File: config.mk
export PLATFORM = sky130hd
export DESIGN_NAME = pc_unit_ras
export DESIGN_NICKNAME = d
export VERILOG_FILES = /design/src/rtl/pc_pkg.sv /design/src/rtl/return_addr_stack.sv /design/src/rtl/pc_unit_ras.sv
export SDC_FILE = /design/constraint.sdc
export NUM_CORES = 1
export LEC_CHECK = 0
export CAP_MARGIN = 15
export CORE_MARGIN = 4
export CORE_UTILIZATION = 35
export DETAILED_ROUTE_END_ITERATION = 8
export HOLD_SLACK_MARGIN = 0.15
export PLACE_DENSITY = 0.54
export SETUP_SLACK_MARGIN = 0.3
export SYNTH_ARGS = -nofsm -noshare
export SYNTH_HDL_FRONTEND = slang
export SYNTH_HIERARCHICAL = 1
export SYNTH_SLANG_ARGS = --single-unit
export TNS_END_PERCENT = 50
File: constraint.sdc
create_clock -name clock -period 5.5 [get_ports clock]
set_input_delay 1.1 -clock clock [delete_from_list [all_inputs] [get_ports clock]]
set_output_delay 1.1 -clock clock [all_outputs]
set_load 0.005 [all_outputs]
File: src/rtl/pc_pkg.sv
// pc_pkg
//   Shared definitions for the program-counter unit.
//   pc_src_t  : which source drives the PC register on the next edge.
//   DEFAULT_STEP / DEFAULT_RESET_VEC : default sequential increment and
//   reset vector used by pc_unit_ras parameters.
package pc_pkg;

    typedef enum logic [2:0] {
        PC_HOLD   = 3'd0,
        PC_SEQ    = 3'd1,
        PC_LOAD   = 3'd2,
        PC_BRANCH = 3'd3,
        PC_CALL   = 3'd4,
        PC_RET    = 3'd5
    } pc_src_t;

    localparam int unsigned DEFAULT_STEP      = 4;
    localparam int unsigned DEFAULT_RESET_VEC = 0;

endpackage

File: src/rtl/return_addr_stack.sv
// return_addr_stack
//   Circular LIFO of return addresses. A push while full overwrites the
//   oldest entry (the write slot has wrapped onto it) and sets the sticky
//   ovf flag; a pop while empty leaves the stack untouched and sets the
//   sticky unf flag. Flags clear only on clear.
// Ports
//   clock, clear   : clock and synchronous active-high reset
//   push, pop      : one-cycle requests; never asserted together by the parent
//   push_data      : address written on push
//   top_data       : newest entry (valid when !empty)
//   count          : number of valid entries, 0..DEPTH
//   empty, full    : decoded from count
//   ovf, unf       : sticky overflow / underflow flags
module return_addr_stack #(
    parameter int unsigned W     = 32,
    parameter int unsigned DEPTH = 8
) (
    input  logic                       clock,
    input  logic                       clear,
    input  logic                       push,
    input  logic                       pop,
    input  logic [W-1:0]               push_data,
    output logic [W-1:0]               top_data,
    output logic [$clog2(DEPTH):0]     count,
    output logic                       empty,
    output logic                       full,
    output logic                       ovf,
    output logic                       unf
);

    localparam int unsigned PTR_W = $clog2(DEPTH);
    localparam int unsigned CNT_W = PTR_W + 1;

    logic [W-1:0]     mem [DEPTH];
    logic [PTR_W-1:0] ptr;          // next write slot; newest entry is ptr-1

    assign empty    = (count == '0);
    assign full     = (count == CNT_W'(DEPTH));
    assign top_data = mem[ptr - PTR_W'(1)];

    // Storage needs no reset: entries are only read when count says valid.
    always_ff @(posedge clock) begin
        if (!clear && push) begin
            mem[ptr] <= push_data;
        end
    end

    always_ff @(posedge clock) begin
        if (clear) begin
            ptr   <= '0;
            count <= '0;
            ovf   <= 1'b0;
            unf   <= 1'b0;
        end else if (push) begin
            ptr <= ptr + PTR_W'(1);
            if (full) begin
                ovf <= 1'b1;
            end else begin
                count <= count + CNT_W'(1);
            end
        end else if (pop) begin
            if (empty) begin
                unf <= 1'b1;
            end else begin
                ptr   <= ptr - PTR_W'(1);
                count <= count - CNT_W'(1);
            end
        end
    end

endmodule

File: src/rtl/pc_unit_ras.sv
// pc_unit_ras
//   Program counter with sequential advance, bus load, conditional relative
//   branch, and call/return through an internal return-address stack.
//   Request priority: clear > stall > load > ret > call > branch > enable.
//   Every update appears on PC one cycle after the requesting edge, with
//   PCinc high in that same cycle.
// Ports
//   clock, clear          : clock and synchronous active-high reset
//   enable                : PC <= PC + STEP
//   stall                 : freeze PC, stack and flags
//   load, bus_in          : PC <= bus_in
//   branch, con, offset   : PC <= PC + STEP + (con ? offset : 0)
//   call                  : push PC + STEP, PC <= bus_in
//   ret                   : PC <= popped entry (PC + STEP if stack empty)
//   PC, PCinc             : current PC, pulse when PC was written last edge
//   ras_count/empty/full  : stack occupancy
//   ras_ovf/ras_unf       : sticky stack overflow / underflow
module pc_unit_ras
    import pc_pkg::*;
#(
    parameter int unsigned          ADDR_W    = 32,
    parameter int unsigned          STEP      = DEFAULT_STEP,
    parameter logic [ADDR_W-1:0]    RESET_VEC = ADDR_W'(DEFAULT_RESET_VEC),
    parameter int unsigned          RAS_DEPTH = 8
) (
    input  logic                         clock,
    input  logic                         clear,
    input  logic                         enable,
    input  logic                         stall,
    input  logic                         load,
    input  logic [ADDR_W-1:0]            bus_in,
    input  logic                         branch,
    input  logic                         con,
    input  logic [ADDR_W-1:0]            offset,
    input  logic                         call,
    input  logic                         ret,
    output logic [ADDR_W-1:0]            PC,
    output logic                         PCinc,
    output logic [$clog2(RAS_DEPTH):0]   ras_count,
    output logic                         ras_empty,
    output logic                         ras_full,
    output logic                         ras_ovf,
    output logic                         ras_unf
);

    localparam logic [ADDR_W-1:0] STEP_V = ADDR_W'(STEP);

    pc_src_t           pc_src;
    logic [ADDR_W-1:0] pc_seq;
    logic [ADDR_W-1:0] pc_next;
    logic [ADDR_W-1:0] ras_top;
    logic              ras_push;
    logic              ras_pop;

    assign pc_seq = PC + STEP_V;

    // Priority decode; clear is handled directly in the registers.
    always_comb begin
        pc_src = PC_HOLD;
        if (stall)       pc_src = PC_HOLD;
        else if (load)   pc_src = PC_LOAD;
        else if (ret)    pc_src = PC_RET;
        else if (call)   pc_src = PC_CALL;
        else if (branch) pc_src = PC_BRANCH;
        else if (enable) pc_src = PC_SEQ;
    end

    // A return on an empty stack falls through to the next instruction.
    always_comb begin
        pc_next = PC;
        case (pc_src)
            PC_SEQ:    pc_next = pc_seq;
            PC_LOAD:   pc_next = bus_in;
            PC_BRANCH: pc_next = con ? (pc_seq + offset) : pc_seq;
            PC_CALL:   pc_next = bus_in;
            PC_RET:    pc_next = ras_empty ? pc_seq : ras_top;
            default:   pc_next = PC;
        endcase
    end

    assign ras_push = (pc_src == PC_CALL);
    assign ras_pop  = (pc_src == PC_RET);

    always_ff @(posedge clock) begin
        if (clear) begin
            PC    <= RESET_VEC;
            PCinc <= 1'b0;
        end else begin
            PC    <= pc_next;
            PCinc <= (pc_src != PC_HOLD);
        end
    end

    return_addr_stack #(
        .W     (ADDR_W),
        .DEPTH (RAS_DEPTH)
    ) u_ras (
        .clock     (clock),
        .clear     (clear),
        .push      (ras_push),
        .pop       (ras_pop),
        .push_data (pc_seq),
        .top_data  (ras_top),
        .count     (ras_count),
        .empty     (ras_empty),
        .full      (ras_full),
        .ovf       (ras_ovf),
        .unf       (ras_unf)
    );

endmodule

==> Yosys cells after proc, flatten, opt, wreduce, memory -nomap -nowiden <==
Memory sizes are Yosys's and may differ from the RTL's.
Cells that the tools add are included.
{ "classes": {"add_sub_neg": 6, "eq_ne": 8, "n_bitwise": 1, "reduce_logical": 11, "n_mux": 18} }
{ "ops": {"columns": ["op", "n"], "rows": [
  ["one-hot mux 32 bit (4 select lines)", 1],
  ["two-way mux 32 bit", 2],
  ["adder 32 x 3 -> 32 bit, second input constant", 1],
  ["adder 32 bit", 1],
  ["two-way mux 3 bit", 7],
  ["two-way mux 4 bit", 4],
  ["equality test 3 x 2 -> 1 bit, second input constant", 2],
  ["equality test 3 bit, second input constant", 2],
  ["AND reduction 3 bit", 2],
  ["adder 4 x 1 -> 4 bit, second input constant", 1],
  ["equality test 4 bit, second input constant", 1],
  ["zero test 4 bit", 1],
  ["AND reduction 2 bit", 2],
  ["nonzero test 4 bit", 1],
  ["subtractor 4 x 1 -> 4 bit, second input constant", 1],
  ["adder 3 x 1 -> 3 bit, second input constant", 1],
  ["equality test 3 x 1 -> 1 bit, second input constant", 1],
  ["two-way mux 1 bit", 3],
  ["nonzero test 3 bit", 1],
  ["subtractor 3 x 1 -> 3 bit, second input constant", 1],
  ["two-way mux 2 bit", 1],
  ["inequality test 2 x 1 -> 1 bit, second input constant", 1],
  ["inequality test 2 bit, second input constant", 1],
  ["nonzero test 2 bit", 1],
  ["4 further kinds", 4]
]} }
{ "totals": {"n_memories": 1, "elab_cells": 51, "output_inout_bits": 41, "reg_bits": 42, "ramBits": 256, "in_bits": 73} }
{ "memory_table": {"columns": ["memory", "words", "word_bits", "read_ports", "rd_ports_with_merged_regs", "wr", "line", "text"], "rows": [
  ["u_ras.mem", 8, 32, 1, 0, 1, "return_addr_stack.sv:34", "logic [W-1:0] mem [DEPTH];"]
]} }

==> Depth between registers and ports, before layout <==
Gate-level depths: netlist of the first run.
{ "depth": {"depth_word": 10, "depth_mapped": 16, "ltp_nobuf": 15} }

==> Hierarchy <==
The synthesis of the first run kept the hierarchy.
{ "by_module_without_submodules": {"columns": ["mod", "cells_each", "seq_area_each_um2", "area_each_um2", "n_inst"], "rows": [
  ["return_addr_stack", 449, 7867.5, 10263.6, 1],
  ["pc_unit_ras", 584, 660.6, 4172.8, 1]
]} }

==> Least setup slack after synthesis of the first run <==
Ideal clock, no wire load.
{ "synth_path": {"path_kind": "input port to flip-flop", "startpoint": "input ret", "endpoint": "memory u_ras.mem[2][0] (enable)", "path_slack_ns": 0.635, "path_buffers": 1, "t_arrival_ns": 4.404, "setup_ns": 0.461, "stages": 4, "required_time_ns": 5.039, "cell_sequence": "nor4b_1 -> clkbuf_1 -> nand3_1 -> nor3_1"} }
{ "synth_via": {"elab_chain_len": 7} }
{ "synth_lines": {"columns": ["item", "line", "text"], "rows": [
  ["from (decl)", "pc_unit_ras.sv:36", "input logic ret,"],
  ["two-way mux 3 bit", "pc_unit_ras.sv:62", "else if (ret) pc_src = PC_RET;"],
  ["two-way mux 3 bit", "pc_unit_ras.sv:61", "else if (load) pc_src = PC_LOAD;"],
  ["two-way mux 3 bit", "pc_unit_ras.sv:60", "if (stall) pc_src = PC_HOLD;"],
  ["equality test 3 bit", "pc_unit_ras.sv:81", "assign ras_push = (pc_src == PC_CALL);"],
  ["logical AND 1 bit", "return_addr_stack.sv:43", "if (!clear && push) begin"],
  ["two-way mux 1 bit", "return_addr_stack.sv:43", null],
  ["two-way mux 1 bit (implied by the code)", "return_addr_stack.sv:44", "mem[ptr] <= push_data;"],
  ["to (decl)", "return_addr_stack.sv:34", null]
]} }
Every way passes these cells.

==> Final worst setup path of the first run <==
{ "layout_path": {"startpoint": "register PC[2]", "endpoint": "register PC[31]"} }
{ "layout_via": {"elab_chain_len": 4, "word_cells_on_any_way": 5, "classes_between": "add/sub (2); mux (3)"} }
{ "layout_lines": {"columns": ["item", "line", "text"], "rows": [
  ["from (decl)", "pc_unit_ras.sv:37", "output logic [ADDR_W-1:0] PC,"],
  ["from (signal assigned)", "pc_unit_ras.sv:89", "PC <= pc_next;"],
  ["adder 32 x 3 -> 32 bit", "pc_unit_ras.sv:55", "assign pc_seq = PC + STEP_V;"],
  ["net pc_seq[24]", "pc_unit_ras.sv:49", "logic [ADDR_W-1:0] pc_seq;"],
  ["adder 32 bit", "pc_unit_ras.sv:74", "PC_BRANCH: pc_next = con ? (pc_seq + offset) : pc_seq;"],
  ["two-way mux 32 bit", "pc_unit_ras.sv:74", null],
  ["one-hot mux 32 bit (4 select lines)", "pc_unit_ras.sv:71", "case (pc_src)"]
]} }
The timed path passes the listed nets, and every way through them passes these cells.
A chain may end at the register's enable or synchronous reset.

==> impl_metrics.yaml, run 1 <==
clock_network:
  worstSkewPairLatency_ps: 520
  cts_num_sinks: 298
  buffers_from_clock_root_to_sink_at_most: 3
  cts_max_level: 2
  cts_tree: "yes"
  post-cts-setup-buffers: 0
  numCtsBuffers: 35
  clkSlewWorstSetupHoldPaths_ps: 60
  cts_hold_buffers: 0
  cts.repair.resized: 0
  clock_tree.root_cell: "clkbuf_16"
worst_hold_path:
  classification_of_the_worst_slack_hold_path: "reg2reg"
placed_design:
  port_buffers: 113
  dpl-instance-area_um2: 16300
  place_congestion: 0.863
  dp.final_hpwl_mm: 27.9
route:
  drt_first_iter_violations: 609
  detailedRoute.firstPassIterationCount: 5
  avgViaCountPerCell: 5.48
  number_of_vias_after_detailed_routing: 9425
  drc_errors: 0
  ant_nets: 0
  routed_wl_mm: 41.7
  detail_route.wl_per_cell_um: 24.2
finish:
  post_route_cells_drive_above_1_share_pct: 16.8
  layout_commonest_cell: "edfxtp_1"
  n_antenna_cell: 0
  final_cell_mix: "edfxtp_1 (256), clkdlybuf4s50_1 (112), nand2_1 (83), a21oi_1 (65), nor2_1 (64)"
  synthToLayoutAreaGrowth_pct: 21.0
  post-route-cell-area_um2: 17500
  layout.nets: 1279
timing:
  finalHoldViolations: 0
  max_slew.worst_pin.slew_ps: 976
  hold-worst-slack_ps: 473
  maxClockFrequency_mhz: 214
  share_of_the_clock_period_used_by_the_worst_path_after_layout_pct: 85.1
  clock-skew-final_ps: 20.8
  totalNegativeSetupSlack_ps: 0
  maxSlewHeadroom_pct: 34.5
  slew_violations: 0
  finalCriticalPeriod_ps: 4680
  rsz_0062_raised_after_global_routing: "false"
  finish_stage_setup_viols: 0
run:
  drv_cap: 0
critical_path:
  timing.critical_path.from_type: "flip-flop"
  criticalPathCategory: "reg2reg"
  crit_path_end_kind: "flip-flop"
  cp_data_arrival_time_ps: 5060
  cp.required_ps: 5880
  critical_path.max_fanout: 10
power_and_ir_drop:
  sequentialPowerShare_pct: 45.3
  leakage_nw: 5.99
  share_comb_of_total_power_pct: 14.8
  power.switching_mw: 1.41
  power.share.switching_pct: 24.7
  total_power_mw: 5.68
  internal_power_mw: 4.28
  powerDensity_nw_per_um2: 325
  vdd.ir_drop.worst_v: 0.000226
  clock_power_share_pct: 39.9
die:
  die_area_um2: 44600
  io-pin-count: 114
  core_area_um2: 40800
  die_w_um: 211
  floorplan.initialDensity_pct: 35.4
  die_height_um: 211
  standard_cell_rows: 74
grt:
  first_global_vias: 9602
  grt_pass1_wl_mm: 62.0
  grt.total_usage_pct: 18.6
  grt_max_degree: 46
  grt_use_met3_pct: 2.87
  grt-busiest-layer: "met2"
  grt_antenna_before_repair: 0
  grt.overflow.total: 0
  groute.layer.met1.usage_pct: 25.6
  use_met2_pct: 31.1
yosys:
  syn_area_um2: 14400
  share_of_the_synthesized_area_in_compound_gates_ao_oa_aoi_oai_pct: 9.44
  area_share_of_the_leading_cell_type_in_the_synthesized_netlist_pct: 53.3
  synthAdderAreaFrac_pct: 3.74
  synth-seq-area-share_pct: 59.1
  yosys-mux-area-fraction_pct: 13.1
  synth_top_family_by_area: "multiplexers"
  syn_inst: 1033
  yosys_warnings: 6
  cell_variety_after_synth: 75
  synth_async_sr_flop_share_pct: 0
  yosys.area_share.xor_xnor_pct: 3.69
  post_synth_and_or_nand_nor_area_fraction_pct: 8.83
  dominantRegCellSynth: "edfxtp_1"
  number_of_enable_type_register_cells_in_the_synthesized_netlist: 256
  ys_top_cells_by_area: "edfxtp_1 (53%), mux4_2 (9.4%), dfxtp_1 (5.8%)"
  synth_top_area_cell: "edfxtp_1"
  synth.ff_latch_count: 298
  synth_area_per_cell_um2: 14.0
  post_synthesis_net_count: 1148
run_status:
  status: "finished, final reports clean"
[synthesized netlist by cell type, types with 8 or more instances]
cell type and n:
and3_1 11, a31oi_1 9, mux4_2 60, mux2_4 10, a221oi_1 23, mux2_2 22
buf_2 11, nor3_1 23, edfxtp_1 256, nand3_1 28, a211oi_1 8, dfxtp_1 42
o21ai_0 30, a21oi_1 65, nand2_1 83, ha_1 40, xor2_1 23, clkbuf_1 30
xnor2_1 36, a21o_1 13, o21bai_1 10, nor2_1 72, inv_1 17
[power by group through the flow]
stage	Clock (mW)	Combinational [mW]	Sequential (mW)
2_1_floorplan	0	0.550	2.59
3_3_place_gp	0	0.837	2.62
3_5_place_dp	0	0.840	2.62
4_1_cts	2.32	0.845	2.58
5_1_grt	2.42	0.914	2.58
6_report	2.27	0.840	2.58
[logic make-up after synthesis]
logic type,after synthesis
AND/OR/NAND/NOR,263
multiplexers,99
XOR/XNOR,60
adder cells (fa/ha/maj),42
AO/OA/AOI/OAI,204
flip-flops,298
buffers and inverters,67
[state kept, by name (all words and copies together), names as in the netlist]
name / count
PC: 32
PCinc: 1
u_ras/count: 4
u_ras/mem: 256
u_ras/ovf: 1
u_ras/ptr: 3
u_ras/unf: 1
[worst max-delay path, cell delays in order, from the launching register on]
cell and delay, ps:
dfxtp_1 480, ha_1 320, nand3_2 200, nor3_1 690, nand3_1 180, xnor2_1 650
ha_1 460, a21o_1 210, a21o_1 170, a21oi_1 190, nor3b_1 270, o211ai_1 220
o211a_1 190, nor3_1 200, o311ai_1 120
[layout make-up]
cell class              instances  area [µm²]
clock buffers                  52        1020
clock inverters                10         100
fillers                      3712       23400
inverters                      19        71.3
multi-input cells             668        5690
flip-flops and latches        298        8530
well taps                     532         666
repair buffers                142        1390
[routing by layer]
metal / vias to the layer above / wire length (µm)
met5: - / 0
met4: 0 / 831
met3: 56 / 2050
met2: 264 / 20400
met1: 4783 / 18400
li1: 4322 / -
[worst paths after layout]
| kind | start | end | slack (ps) | cells after the start |
|---|---|---|---|---|
| max | PC[2] | PC[31] | 820 | 14 |
| min | u_ras/ovf | u_ras/ovf | 470 | 2 |
| max reg2reg | PC[2] | PC[31] | 820 | 14 |
| min reg2reg | u_ras/ovf | u_ras/ovf | 470 | 2 |
[metrics by stage]
step | std cells | setup WS, ps | util, %
final | 1721 | 821 | 42.8
after global routing | 1721 | 571 | 42.8
after CTS | 1721 | 849 | 42.8
after detailed placement | 1659 | 894 | 40.0
after global placement | 1659 | 1070 | 40.0
after floorplan | 1033 | 635 | -
(Power assumes the default switching activity.)
==> run 2: changes to the inputs <==
Clock period 5.5 ns to 5.9 ns, I/O delays scaled along.
==> impl_metrics.yaml, run 2 (same netlist as run 1, synthesis figures left out) <==
finish:
  n_antenna_cell: 0
  layout_top_registers: "u_ras/mem (256), PC (32), u_ras/count (4)"
  largest_reg_flops: 256
  layout_commonest_cell: "edfxtp_1"
  layout.nets: 1275
  synthToLayoutAreaGrowth_pct: 20.5
  max_flop_register: "u_ras/mem"
  post_route_cells_drive_above_1_share_pct: 16.9
  final_cell_mix: "edfxtp_1 (256), clkdlybuf4s50_1 (112), nand2_1 (83), a21oi_1 (65), nor2_1 (64)"
  final_core_utilization_pct: 42.6
timing:
  slew_violations: 0
  totalNegativeSetupSlack_ps: 0
  max_slew.worst_pin.slew_ps: 1060
  finalHoldViolations: 0
  postLayoutSetupSlackWorst_ps: 1260
  rsz_0062_raised_after_global_routing: "false"
  finish_stage_setup_viols: 0
  clock-skew-final_ps: 18.6
  share_of_the_clock_period_used_by_the_worst_path_after_layout_pct: 78.6
  hold-worst-slack_ps: 470
  maxClockFrequency_mhz: 216
  maxSlewHeadroom_pct: 28.9
  finalCriticalPeriod_ps: 4640
route:
  routed_wl_mm: 41.6
  drc_errors: 0
  detailedRoute.firstPassIterationCount: 6
  routedLengthMet1_mm: 18.5
  drt_first_iter_violations: 677
  avgViaCountPerCell: 5.54
  ant_nets: 0
  highest-signal-layer: "met4"
  wl_met3_mm: 2.18
  wl_met2_mm: 19.8
  number_of_vias_after_detailed_routing: 9516
  detail_route.wl_per_cell_um: 24.2
critical_path:
  delay_of_the_slowest_cell_on_the_worst_path_ps: 660
  crit_path_end_kind: "flip-flop"
  cp.required_ps: 6280
  criticalPathCategory: "reg2reg"
  cp_slowest_cell: "nor3_1"
  worst_path_dominant_cell_family: "simple AND/OR/NAND/NOR gates"
  critical_path.max_fanout: 10
  cp_data_arrival_time_ps: 5020
  timing.critical_path.from_type: "flip-flop"
  critical_path.cell_chain: "ha_1 > nand3_2 > nor3_1 > nand3_1 > xnor2_1 > ha_1 > and3_1 > and2_1 > and3_1 > a22oi_1 > o211ai_1 > o211a_1 > nor3_1 > o311ai_1"
  crit_buf_inv: 0
clock_network:
  cts_hold_buffers: 0
  cts_max_level: 2
  cts_tree: "yes"
  cts.repair.resized: 0
  cts_num_sinks: 298
  buffers_from_clock_root_to_sink_at_most: 3
  clock_tree.root_cell: "clkbuf_16"
  post-cts-setup-buffers: 0
  clkSlewWorstSetupHoldPaths_ps: 60
  numCtsBuffers: 34
  worstSkewPairLatency_ps: 520
placed_design:
  port_buffers: 113
  dp.final_hpwl_mm: 28.0
  place_congestion: 0.857
  detailedPlace.worstSlack_ps: 1300
grt:
  grt_antenna_before_repair: 0
  grt.total_usage_pct: 18.5
  first_global_vias: 9725
  grt_pass1_wl_mm: 62.3
  grt_max_degree: 47
  grt.overflow.total: 0
power_and_ir_drop:
  vdd.ir_drop.worst_v: 0.000224
  leakage_nw: 5.97
  total_power_mw: 5.27
  powerDensity_nw_per_um2: 303
run:
  drv_cap: 0
die:
  io-pin-count: 114
  die_height_um: 211
  core_area_um2: 40800
  die_area_um2: 44600
  die_w_um: 211
  floorplan.initialDensity_pct: 35.4
  standard_cell_rows: 74
worst_hold_path:
  classification_of_the_worst_slack_hold_path: "reg2reg"
run_status:
  status: "finished, final reports clean"
-- run 2: cell count changes in the layout (fill, tap and decap cells not counted), sizes merged --
| cell | delta |
|---|---|
| clkbuf | -7 |
| clkinv | +6 |
| clkinvlp | +1 |
| buf | -3 |
-- run 2: per-stage QoR --
stage                     instance area (µm²)  std cells
after global placement                  16300       1656
after detailed placement                16300       1656
after floorplan                         14400       1033
after global routing                    17400       1718
after CTS                               17400       1718
final                                   17400       1718
-- run 2: area by class of cell --
class	count	area, µm²
timing repair buffer	139	1330
sequential	298	8530
clock inverter	17	138
multi-input combinational	668	5690
inverter	19	71.3
clock buffer	45	966
fill	3720	23400
tap	532	666
-- run 2: power by group --
part / switching [mW] / total (mW) / internal (mW)
clock: 0.840 / 2.08 / 1.24
sequential: 0.0579 / 2.40 / 2.34
combinational: 0.424 / 0.785 / 0.361
-- run 2: worst paths after layout --
| kind | start | endpoint | slack (ps) | cells after the start |
|---|---|---|---|---|
| worst max-delay path | PC[2] | PC[31] | 1260 | 14 |
| worst min register to register | u_ras/ovf | u_ras/ovf | 470 | 2 |
| worst min-delay path | u_ras/ovf | u_ras/ovf | 470 | 2 |
| worst max register to register | PC[2] | PC[31] | 1260 | 14 |
-- run 2: worst reg2reg max path: stages (launching register included) --
cell and delay, ps:
dfxtp_1 480, ha_1 320, nand3_2 200, nor3_1 660
nand3_1 200, xnor2_1 660, ha_1 460, and3_1 200
and2_1 180, and3_1 180, a22oi_1 230, o211ai_1 230
o211a_1 190, nor3_1 210, o311ai_1 120
-- run 2: routing by layer --
metal,global-route usage [%],vias to the layer above
met3,2.41,63
met4,5.07,0
met1,26.2,4839
met5,0,-
met2,30.4,310
li1,-,4304
